[config.mk]
export PLATFORM = sky130hd
export DESIGN_NAME = apb_master_ctrl_flat
export DESIGN_NICKNAME = d
export VERILOG_FILES = /design/src/rtl/apb_bridge_pkg.sv /design/src/rtl/apb_master_ctrl_if.sv /design/src/rtl/apb_timeout_cnt.sv /design/src/rtl/apb_master_ctrl.sv /design/src/flat_wrapper.sv
export SDC_FILE = /design/constraint.sdc
export NUM_CORES = 1
export LEC_CHECK = 0
export CORE_ASPECT_RATIO = 0.5
export CORE_MARGIN = 2
export CORE_UTILIZATION = 39
export CTS_CLUSTER_SIZE = 16
export DETAILED_ROUTE_END_ITERATION = 6
export GPL_TIMING_DRIVEN = 0
export MAX_ROUTING_LAYER = met4
export PLACE_DENSITY = 0.84
export SLEW_MARGIN = 20
export SYNTH_ARGS = -nofsm -noshare
export SYNTH_HDL_FRONTEND = slang
export SYNTH_SLANG_ARGS = --single-unit
[constraint.sdc]
create_clock -name clk -period 2.47 [get_ports clk]
set_input_delay 0.494 -clock clk [delete_from_list [all_inputs] [get_ports clk]]
set_output_delay 0.494 -clock clk [all_outputs]
set_load 0.02 [all_outputs]
[src/rtl/apb_bridge_pkg.sv]
// Shared types and constants for the AXI4Lite-to-APB4 bridge.
package apb_bridge_pkg;

  // One-hot transfer state, consistent with the arbiter's encoding style.
  typedef enum logic [2:0] {
    ST_IDLE   = 3'b001,
    ST_SETUP  = 3'b010,
    ST_ACCESS = 3'b100
  } apb_state_e;

  localparam logic [1:0] RESP_OKAY   = 2'b00;
  localparam logic [1:0] RESP_SLVERR = 2'b10;

  // AXI response word from an error flag: {err, 1'b0}.
  function automatic logic [1:0] resp_enc(input logic err);
    return err ? RESP_SLVERR : RESP_OKAY;
  endfunction

endpackage

[src/rtl/apb_master_ctrl_if.sv]
// Bus bundle for apb_master_ctrl: arbiter grants, FIFO heads/pops, APB4 and responses.
interface apb_master_ctrl_if #(
  parameter int unsigned ADDR_WIDTH = 32,
  parameter int unsigned DATA_WIDTH = 32
);
  logic                    rd_en;
  logic                    wr_en;
  logic [ADDR_WIDTH-1:0]   araddr;
  logic [2:0]              arprot;
  logic                    ar_pop;
  logic [ADDR_WIDTH-1:0]   awaddr;
  logic [2:0]              awprot;
  logic [DATA_WIDTH-1:0]   wdata;
  logic [DATA_WIDTH/8-1:0] wstrb;
  logic                    aw_pop;
  logic                    w_pop;
  logic [ADDR_WIDTH-1:0]   paddr;
  logic [2:0]              pprot;
  logic                    psel;
  logic                    penable;
  logic                    pwrite;
  logic [DATA_WIDTH-1:0]   pwdata;
  logic [DATA_WIDTH/8-1:0] pstrb;
  logic                    pready;
  logic [DATA_WIDTH-1:0]   prdata;
  logic                    pslverr;
  logic                    rd;
  logic                    wr;
  logic                    r_push;
  logic [DATA_WIDTH-1:0]   r_data;
  logic [1:0]              r_resp;
  logic                    b_push;
  logic [1:0]              b_resp;
  logic                    protocol_err;

  // Transfer engine view.
  modport master (
    input  rd_en, wr_en, araddr, arprot, awaddr, awprot, wdata, wstrb,
    input  pready, prdata, pslverr,
    output ar_pop, aw_pop, w_pop,
    output paddr, pprot, psel, penable, pwrite, pwdata, pstrb,
    output rd, wr, r_push, r_data, r_resp, b_push, b_resp, protocol_err
  );

  // Surrounding logic view: arbiter, FIFOs, APB slave and response paths.
  modport slave (
    output rd_en, wr_en, araddr, arprot, awaddr, awprot, wdata, wstrb,
    output pready, prdata, pslverr,
    input  ar_pop, aw_pop, w_pop,
    input  paddr, pprot, psel, penable, pwrite, pwdata, pstrb,
    input  rd, wr, r_push, r_data, r_resp, b_push, b_resp, protocol_err
  );
endinterface

[src/rtl/apb_timeout_cnt.sv]
// Counts ACCESS cycles with PREADY low; hit_o flags the last permitted cycle.
module apb_timeout_cnt #(
  parameter int unsigned TIMEOUT = 16
) (
  input  logic clk,
  input  logic rstn,
  input  logic clear_i,
  input  logic enable_i,
  output logic hit_o
);

  if (TIMEOUT > 0) begin : g_cnt
    localparam int unsigned CW = $clog2(TIMEOUT + 1);
    logic [CW-1:0] cnt_q;

    // Wait-cycle counter, cleared as the transfer enters ACCESS.
    always_ff @(posedge clk or negedge rstn) begin
      if (!rstn)         cnt_q <= '0;
      else if (clear_i)  cnt_q <= '0;
      else if (enable_i) cnt_q <= cnt_q + CW'(1);
    end

    assign hit_o = (cnt_q == CW'(TIMEOUT - 1));
  end else begin : g_off
    assign hit_o = 1'b0;
  end

endmodule

[src/rtl/apb_master_ctrl.sv]
// APB4 master transfer engine: grant -> SETUP -> ACCESS -> registered response.
module apb_master_ctrl
  import apb_bridge_pkg::*;
#(
  parameter int unsigned ADDR_WIDTH = 32,
  parameter int unsigned DATA_WIDTH = 32,
  parameter int unsigned TIMEOUT    = 16
) (
  input logic                clk,
  input logic                rstn,
  apb_master_ctrl_if.master  bus
);

  localparam int unsigned SW = DATA_WIDTH / 8;

  apb_state_e state_q, state_d;

  logic                  take_rd, take_wr, done, tmo, proto_err_d;
  logic                  cnt_clear, cnt_en, cnt_hit;

  logic [ADDR_WIDTH-1:0] paddr_q;
  logic [2:0]            pprot_q;
  logic                  pwrite_q;
  logic [DATA_WIDTH-1:0] pwdata_q;
  logic [SW-1:0]         pstrb_q;

  logic                  rd_q, wr_q, proto_err_q;
  logic [DATA_WIDTH-1:0] r_data_q;
  logic [1:0]            r_resp_q, b_resp_q;

  apb_timeout_cnt #(.TIMEOUT(TIMEOUT)) u_tmo (
    .clk      (clk),
    .rstn     (rstn),
    .clear_i  (cnt_clear),
    .enable_i (cnt_en),
    .hit_o    (cnt_hit)
  );

  // Next-state, grant acceptance, completion and illegal-grant detection.
  always_comb begin
    state_d     = state_q;
    take_rd     = 1'b0;
    take_wr     = 1'b0;
    done        = 1'b0;
    tmo         = 1'b0;
    proto_err_d = 1'b0;
    cnt_clear   = 1'b0;
    cnt_en      = 1'b0;
    case (state_q)
      ST_IDLE: begin
        if (bus.rd_en) begin
          // Read wins a double grant; the write stays queued in its FIFO.
          take_rd     = 1'b1;
          proto_err_d = bus.wr_en;
          state_d     = ST_SETUP;
        end else if (bus.wr_en) begin
          take_wr = 1'b1;
          state_d = ST_SETUP;
        end
      end
      ST_SETUP: begin
        proto_err_d = bus.rd_en | bus.wr_en;
        cnt_clear   = 1'b1;
        state_d     = ST_ACCESS;
      end
      ST_ACCESS: begin
        proto_err_d = bus.rd_en | bus.wr_en;
        if (bus.pready) begin
          done    = 1'b1;
          state_d = ST_IDLE;
        end else if (cnt_hit) begin
          done    = 1'b1;
          tmo     = 1'b1;
          state_d = ST_IDLE;
        end else begin
          cnt_en = 1'b1;
        end
      end
      default: state_d = ST_IDLE;
    endcase
  end

  // State register.
  always_ff @(posedge clk or negedge rstn) begin
    if (!rstn) state_q <= ST_IDLE;
    else       state_q <= state_d;
  end

  // Request fields captured at grant and held until the next grant.
  always_ff @(posedge clk or negedge rstn) begin
    if (!rstn) begin
      paddr_q  <= '0;
      pprot_q  <= '0;
      pwrite_q <= 1'b0;
      pwdata_q <= '0;
      pstrb_q  <= '0;
    end else if (take_rd) begin
      paddr_q  <= bus.araddr;
      pprot_q  <= bus.arprot;
      pwrite_q <= 1'b0;
      pwdata_q <= '0;
      pstrb_q  <= '0;
    end else if (take_wr) begin
      paddr_q  <= bus.awaddr;
      pprot_q  <= bus.awprot;
      pwrite_q <= 1'b1;
      pwdata_q <= bus.wdata;
      pstrb_q  <= bus.wstrb;
    end
  end

  // Completion pulses and response words, one cycle after the final ACCESS cycle.
  always_ff @(posedge clk or negedge rstn) begin
    if (!rstn) begin
      rd_q        <= 1'b0;
      wr_q        <= 1'b0;
      proto_err_q <= 1'b0;
      r_data_q    <= '0;
      r_resp_q    <= RESP_OKAY;
      b_resp_q    <= RESP_OKAY;
    end else begin
      rd_q        <= done & ~pwrite_q;
      wr_q        <= done & pwrite_q;
      proto_err_q <= proto_err_d;
      if (done && !pwrite_q) begin
        r_data_q <= tmo ? '0 : bus.prdata;
        r_resp_q <= resp_enc(tmo | bus.pslverr);
      end
      if (done && pwrite_q) begin
        b_resp_q <= resp_enc(tmo | bus.pslverr);
      end
    end
  end

  assign bus.ar_pop       = (state_q == ST_IDLE) & bus.rd_en;
  assign bus.aw_pop       = take_wr;
  assign bus.w_pop        = take_wr;
  assign bus.psel         = (state_q != ST_IDLE);
  assign bus.penable      = (state_q == ST_ACCESS);
  assign bus.paddr        = paddr_q;
  assign bus.pprot        = pprot_q;
  assign bus.pwrite       = pwrite_q;
  assign bus.pwdata       = pwdata_q;
  assign bus.pstrb        = pstrb_q;
  assign bus.rd           = rd_q;
  assign bus.r_push       = rd_q;
  assign bus.r_data       = r_data_q;
  assign bus.r_resp       = r_resp_q;
  assign bus.wr           = wr_q;
  assign bus.b_push       = wr_q;
  assign bus.b_resp       = b_resp_q;
  assign bus.protocol_err = proto_err_q;

endmodule

[src/flat_wrapper.sv]
// flat-port wrapper written by rule: the top's interface ports become plain ports
module apb_master_ctrl_flat import apb_bridge_pkg::*;
#(
  parameter int unsigned ADDR_WIDTH = 32,
  parameter int unsigned DATA_WIDTH = 32,
  parameter int unsigned TIMEOUT    = 16
)
  (clk, rstn, bus_rd_en, bus_wr_en, bus_araddr, bus_arprot, bus_awaddr, bus_awprot, bus_wdata, bus_wstrb, bus_pready, bus_prdata, bus_pslverr, bus_ar_pop, bus_aw_pop, bus_w_pop, bus_paddr, bus_pprot, bus_psel, bus_penable, bus_pwrite, bus_pwdata, bus_pstrb, bus_rd, bus_wr, bus_r_push, bus_r_data, bus_r_resp, bus_b_push, bus_b_resp, bus_protocol_err);
  apb_master_ctrl_if #(.ADDR_WIDTH(ADDR_WIDTH), .DATA_WIDTH(DATA_WIDTH)) bus_i ();
  input logic clk;
  input logic rstn;
  input wire logic [$bits(bus_i.rd_en)-1:0] bus_rd_en;
  input wire logic [$bits(bus_i.wr_en)-1:0] bus_wr_en;
  input wire logic [$bits(bus_i.araddr)-1:0] bus_araddr;
  input wire logic [$bits(bus_i.arprot)-1:0] bus_arprot;
  input wire logic [$bits(bus_i.awaddr)-1:0] bus_awaddr;
  input wire logic [$bits(bus_i.awprot)-1:0] bus_awprot;
  input wire logic [$bits(bus_i.wdata)-1:0] bus_wdata;
  input wire logic [$bits(bus_i.wstrb)-1:0] bus_wstrb;
  input wire logic [$bits(bus_i.pready)-1:0] bus_pready;
  input wire logic [$bits(bus_i.prdata)-1:0] bus_prdata;
  input wire logic [$bits(bus_i.pslverr)-1:0] bus_pslverr;
  output wire logic [$bits(bus_i.ar_pop)-1:0] bus_ar_pop;
  output wire logic [$bits(bus_i.aw_pop)-1:0] bus_aw_pop;
  output wire logic [$bits(bus_i.w_pop)-1:0] bus_w_pop;
  output wire logic [$bits(bus_i.paddr)-1:0] bus_paddr;
  output wire logic [$bits(bus_i.pprot)-1:0] bus_pprot;
  output wire logic [$bits(bus_i.psel)-1:0] bus_psel;
  output wire logic [$bits(bus_i.penable)-1:0] bus_penable;
  output wire logic [$bits(bus_i.pwrite)-1:0] bus_pwrite;
  output wire logic [$bits(bus_i.pwdata)-1:0] bus_pwdata;
  output wire logic [$bits(bus_i.pstrb)-1:0] bus_pstrb;
  output wire logic [$bits(bus_i.rd)-1:0] bus_rd;
  output wire logic [$bits(bus_i.wr)-1:0] bus_wr;
  output wire logic [$bits(bus_i.r_push)-1:0] bus_r_push;
  output wire logic [$bits(bus_i.r_data)-1:0] bus_r_data;
  output wire logic [$bits(bus_i.r_resp)-1:0] bus_r_resp;
  output wire logic [$bits(bus_i.b_push)-1:0] bus_b_push;
  output wire logic [$bits(bus_i.b_resp)-1:0] bus_b_resp;
  output wire logic [$bits(bus_i.protocol_err)-1:0] bus_protocol_err;
  assign bus_i.rd_en = bus_rd_en;
  assign bus_i.wr_en = bus_wr_en;
  assign bus_i.araddr = bus_araddr;
  assign bus_i.arprot = bus_arprot;
  assign bus_i.awaddr = bus_awaddr;
  assign bus_i.awprot = bus_awprot;
  assign bus_i.wdata = bus_wdata;
  assign bus_i.wstrb = bus_wstrb;
  assign bus_i.pready = bus_pready;
  assign bus_i.prdata = bus_prdata;
  assign bus_i.pslverr = bus_pslverr;
  assign bus_ar_pop = bus_i.ar_pop;
  assign bus_aw_pop = bus_i.aw_pop;
  assign bus_w_pop = bus_i.w_pop;
  assign bus_paddr = bus_i.paddr;
  assign bus_pprot = bus_i.pprot;
  assign bus_psel = bus_i.psel;
  assign bus_penable = bus_i.penable;
  assign bus_pwrite = bus_i.pwrite;
  assign bus_pwdata = bus_i.pwdata;
  assign bus_pstrb = bus_i.pstrb;
  assign bus_rd = bus_i.rd;
  assign bus_wr = bus_i.wr;
  assign bus_r_push = bus_i.r_push;
  assign bus_r_data = bus_i.r_data;
  assign bus_r_resp = bus_i.r_resp;
  assign bus_b_push = bus_i.b_push;
  assign bus_b_resp = bus_i.b_resp;
  assign bus_protocol_err = bus_i.protocol_err;
  apb_master_ctrl #(.ADDR_WIDTH(ADDR_WIDTH), .DATA_WIDTH(DATA_WIDTH), .TIMEOUT(TIMEOUT)) u_core (.clk(clk), .rstn(rstn), .bus(bus_i));
endmodule
; ---- Yosys cells after proc, flatten, opt, wreduce, memory -nomap -nowiden
; Index checks and enable logic that the tools add are counted.
[totals]
ff_bits = 119
latchBits = 0
ramBits = 0
rom_bits = 0
in_bits = 144
output_inout_bits = 118
word_cells = 69
mem_count = 0
[classes]
addsub = 1
n_mul = 0
div = 0
magnitude_cmp = 0
eq_ne = 7
shifts = 0
mux = 35
bitwise_logic = 6
reduce_logical = 7
[op_table]
columns = op, count
row1 = $mux 32, 5
row2 = $mux 3, 6
row3 = $mux 1, 17
row4 = $mux 5, 2
row5 = $pmux 3 s3, 1
row6 = $mux 4, 2
row7 = $add 5x1->5 const B, 1
row8 = $eq 5x4->1 const B, 1
row9 = $reduce_bool 2->1, 2
row10 = $and 1x1->1, 3
row11 = $eq 3x1->1 const B, 1
row12 = $eq 3x2->1 const B, 1
row13 = $eq 3x3->1 const B, 1
row14 = $ne 3x1->1 const B, 1
row15 = $ne 3x2->1 const B, 1
row16 = $ne 3x3->1 const B, 1
row17 = $logic_and 1x1->1, 2
row18 = $mux 2, 1
row19 = $or 1x1->1, 2
row20 = $pmux 1 s2, 1
row21 = $reduce_and 2->1, 1
row22 = $reduce_or 2->1, 1
row23 = $logic_not 1->1, 1
row24 = $not 1->1, 1

; ---- Longest topological paths before layout
[depth]
ltp_word = 6
mapped_depth = 7
mapped_depth_nobuf = 6

; ---- Hierarchy
; A second synthesis with hierarchy kept.
[hier_totals]
cells_unflattened = 388
hier_area_um2 = 4937.2
[by_module_without_submodules]
columns = mod, instances, cells_per_inst, area_each_um2, seq_area_each_um2
row1 = apb_master_ctrl, 1, 365, 4667.0, 2803.9
row2 = apb_timeout_cnt, 1, 23, 270.3, 125.1

; ---- Worst setup path before layout
; OpenSTA, ideal clock, no wires.
[synth_timing]
path_type = input to output
startpoint = input bus_wr_en
endpoint = output bus_w_pop
arrival_time_ns = 1.587
required_ns = 1.976
slack_ns = 0.389
cell_stages = 7
n_path_buf = 5
path_cell_list = buf_4 nor4bb_4 buf_6 and2_4 buf_6 buf_6 buf_4
[synth_between]
elab_chain_len = 3
[synth_lines]
columns = item, line
row1 = "start, declared", flat_wrapper.sv:13  ; input wire logic [$bits(bus_i.wr_en)-1:0] bus_wr_en;
row2 = $mux 1, apb_master_ctrl.sv:56  ; end else if (bus.wr_en) begin
row3 = $mux 1, apb_master_ctrl.sv:51  ; if (bus.rd_en) begin
row4 = $mux 1, apb_master_ctrl.sv:49  ; case (state_q)
row5 = "end, declared", flat_wrapper.sv:25  ; output wire logic [$bits(bus_i.w_pop)-1:0] bus_w_pop;
; Every way passes these cells.

; ---- Worst setup path after layout
[layout_timing]
startpoint = register u_core.state_q[0]
endpoint = output bus_w_pop
[layout_between]
elab_chain_len = 2
[layout_lines]
columns = item, line
row1 = "start, declared", apb_master_ctrl.sv:16  ; apb_state_e state_q, state_d;
row2 = "start signal, assigned", apb_master_ctrl.sv:86  ; else state_q <= state_d;
row3 = $eq 3x1->1, apb_master_ctrl.sv:49
row4 = $mux 1, apb_master_ctrl.sv:49
; Every way passes these cells.

==> flow_metrics.env <==
export IMPL_outcome="complete, no violations"
export IMPL_worstSkewPairLatency_ps=400
export IMPL_synthTopCellsByArea="dfrtp_1 (59%), a22o_1 (13%), a32oi_1 (5.9%), a22oi_1 (5.3%), nand2_1 (2.8%)"
export IMPL_multiInputGateArea_sq_um=1720
export IMPL_wl_mm=15.9
export IMPL_yosysTopAreaCell="dfrtp_1"
export IMPL_layout_common_cells="clkdlybuf4s50_1 (251), dfrtp_1 (116), a22o_1 (71)"
export IMPL_dp_slack_ps=-308
export IMPL_grt_pass1_wl_mm=25.3
export IMPL_cts_buffer_depth=2
export IMPL_synth_seq_cells=117
export IMPL_cts_tree="yes"
export IMPL_start_util_pct=40.8
export IMPL_arrival_ps=1910
export IMPL_drt_initial_drc_count=297
export IMPL_critPathKind="flip-flop to primary output"
export IMPL_nets=820
export IMPL_dr_total_vias=4488
export IMPL_met2_usage_pct=41.1
export IMPL_cts_sinks=117
export IMPL_synthFlopType="dfrtp_1"
export IMPL_yosysTopAreaCellShare_pct=59.0
export IMPL_vias_per_cell=5.27
export IMPL_layout_setup_ws_ps=65.3
export IMPL_dr_pass1_iters=5
export IMPL_clock_tree_root_cell="clkbuf_16"
export IMPL_worst_hold_slack_ps=14.7
export IMPL_avgSynthCellArea_sq_um=12.4
export IMPL_finalSetupViolations=0
export IMPL_route_detailed_drc=0
export IMPL_cts_buffers=17
export IMPL_numPortBuffers=257
export IMPL_critPathLaunchType="flip-flop"
export IMPL_wl_per_cell_microns=18.6
export IMPL_powerDensity_nw_per_um2=1390
export IMPL_clock_skew_ps=10.6
export IMPL_cp_max_fo=19
export IMPL_ant_nets=0
export IMPL_groute_usage_overall_pct=24.5
export IMPL_critical_path_required_ps=1980
export IMPL_timing_fmax_ghz=0.416
export IMPL_antenna_found_initial=0
export IMPL_htreeDepth=4
export IMPL_grtUsageMet3_pct=4.55
export IMPL_grt_max_degree=71
export IMPL_grt_pass1_vias=4759
export IMPL_seq_area_sq_um=2930
export IMPL_post_route_cells_drive_above_1_share_pct=11.2
export IMPL_use_met1_pct=29.4
export IMPL_final_common_cell="clkdlybuf4s50_1"
export IMPL_hpwl_mm=11.5
export IMPL_syn_cell_area_sq_um=4920
export IMPL_core_sq_um=12100
export IMPL_finalCritPeriodShare_pct=97.4
export IMPL_maxSlewHeadroom_pct=49.5
export IMPL_clk_pin_slew_worst_paths_ps=60
export IMPL_rsz0062_at_grt="no"
export IMPL_grt_overflow_total=0
export IMPL_die_area_sq_um=13600
export IMPL_endpoint_kind="primary output"
export IMPL_tightest_slew_ps=752
export IMPL_n_fill_cell=889
export IMPL_top_usage_layer="met2"
export IMPL_vdd_drop_max_uv=587
export IMPL_final_hold_viol_count=0
export IMPL_seq_area_frac_synth_pct=59.5
export IMPL_diodes=0
export IMPL_yosysUniqueCellTypes=44
export IMPL_power_leakage_nw=3.63
export IMPL_synth_edf_count=0
export IMPL_area_delta_synth_final_pct=70.1
export IMPL_layout_min_cycle_time_ps=2400
export IMPL_ios=262
export IMPL_die_h_microns=83.4
export IMPL_routabilityCongestion=0.873
export IMPL_yosys_warnings=0
export IMPL_async_flop_share_pct=100
export IMPL_die_w_microns=163
export IMPL_cap_violations=0
export IMPL_rows=28
export IMPL_slew_viol_final=0
export IMPL_holdCritPathClass="input pin to asynchronous set/reset pin"
export IMPL_netlist_instances=396
-- report_power, final --
part / total [mW] / switching [mW] / internal, mW
Clock: 2.57 / 0.913 / 1.65
Combinational: 5.50 / 2.74 / 2.76
Sequential: 3.53 / 0.666 / 2.87
-- state kept, by name, summed over array words and instances (netlist names), 3 cells and up --
name,cells
u_core.u_tmo.g_cnt.cnt_q,5
u_core.bus.pprot,3
u_core.bus.pwdata,32
u_core.bus.pstrb,4
u_core.state_q,3
u_core.bus.paddr,32
u_core.bus.r_data,32
-- cell usage after synthesis, types with 2 or more instances --
library cell  count
inv_1             3
inv_2             4
buf_2            10
and2_1            2
clkbuf_1         13
ha_1              2
a22oi_1          35
dfrtp_1         116
a31oi_1           2
a22o_1           71
a211o_1           2
o21ai_0           3
buf_6             6
buf_4            12
nand2_1          37
nand4_1           2
nor2b_1           3
o21ai_1           4
and3_1            2
nand3_1           4
nor3b_1           2
a32oi_1          33
nor2_1            6
o31ai_1           2
-- layer usage --
layer | part of all wire (%) | vias up
li1 | - | 2087
met1 | 41 | 2194
met2 | 51 | 175
met3 | 5.2 | 32
met4 | 2.4 | 0
met5 | 0 | -
-- cell type report --
cell class,count,area share [%]
clock buffers,19,5.41
inverters,7,0.314
well taps,165,2.47
clock inverters,13,2.06
flip-flops and latches,117,35.0
plain buffers,40,3.14
repair buffers,260,31.1
multi-input cells,231,20.6
-- worst max-delay path, cell delays in order (launching register included) --
cell and delay, ps:
dfstp_2 600, nor4bb_4 240, buf_6 130, and2_4 140, buf_12 150, buf_4 110, buf_4 130
-- what timing repair did --
item                       4_1_cts  5_1_grt
buffers inserted                 2        0
setup endpoints to repair        5        2
gates resized for setup         18        3
hold buffers                     0        0
-- per-stage QoR --
step | power [mW] | area (sq um) | instances | TNS, ps | utilization [%]
global placement | 8.88 | 7700 | 819 | -425340 | 63.9
floorplan | 6.31 | 4920 | 397 | 0 | -
CTS | 11.7 | 8370 | 852 | 0 | 69.4
detailed placement | 9.02 | 7730 | 820 | -714 | 64.2
global route | 12.2 | 8370 | 852 | 0 | 69.5
finish | 11.6 | 8370 | 852 | 0 | 69.5
-- logic make-up (layout without fill, tap and decap cells) --
family,Yosys count,after routing,synth area share (%)
AO/OA/AOI/OAI,157,157,26.2
flip-flops,117,117,59.5
AND/OR/NAND/NOR,69,69,7.65
buffers and inverters,49,339,5.82
adder cells (fa/ha/maj),2,2,0.508
other,1,2,0.0762
XOR/XNOR,1,1,0.178
-- path summary, 6_finish.rpt --
check	startpoint	endpoint	slack (ps)	depth (start not counted)
worst min-delay path	rstn	u_core.bus.paddr[26]$_DFFE_PN0P_	10	1
min in group clk	bus_rd_en	u_core.bus.protocol_err$_DFF_PN0_	460	3
worst min register to register	u_core.bus.pwdata[5]$_DFFE_PN0P_	u_core.bus.pwdata[5]$_DFFE_PN0P_	490	1
worst max register to register	u_core.u_tmo.g_cnt.cnt_q[0]$_DFFE_PN0P_	u_core.bus.r_data[13]$_DFFE_PN0P_	500	6
worst max-delay path	u_core.state_q[0]$_DFFE_PN1P_	bus_w_pop	70	6
max in group asynchronous	rstn	u_core.bus.r_data[13]$_DFFE_PN0P_	1750	2
Note: power is estimated with default switching activity, not from simulation.
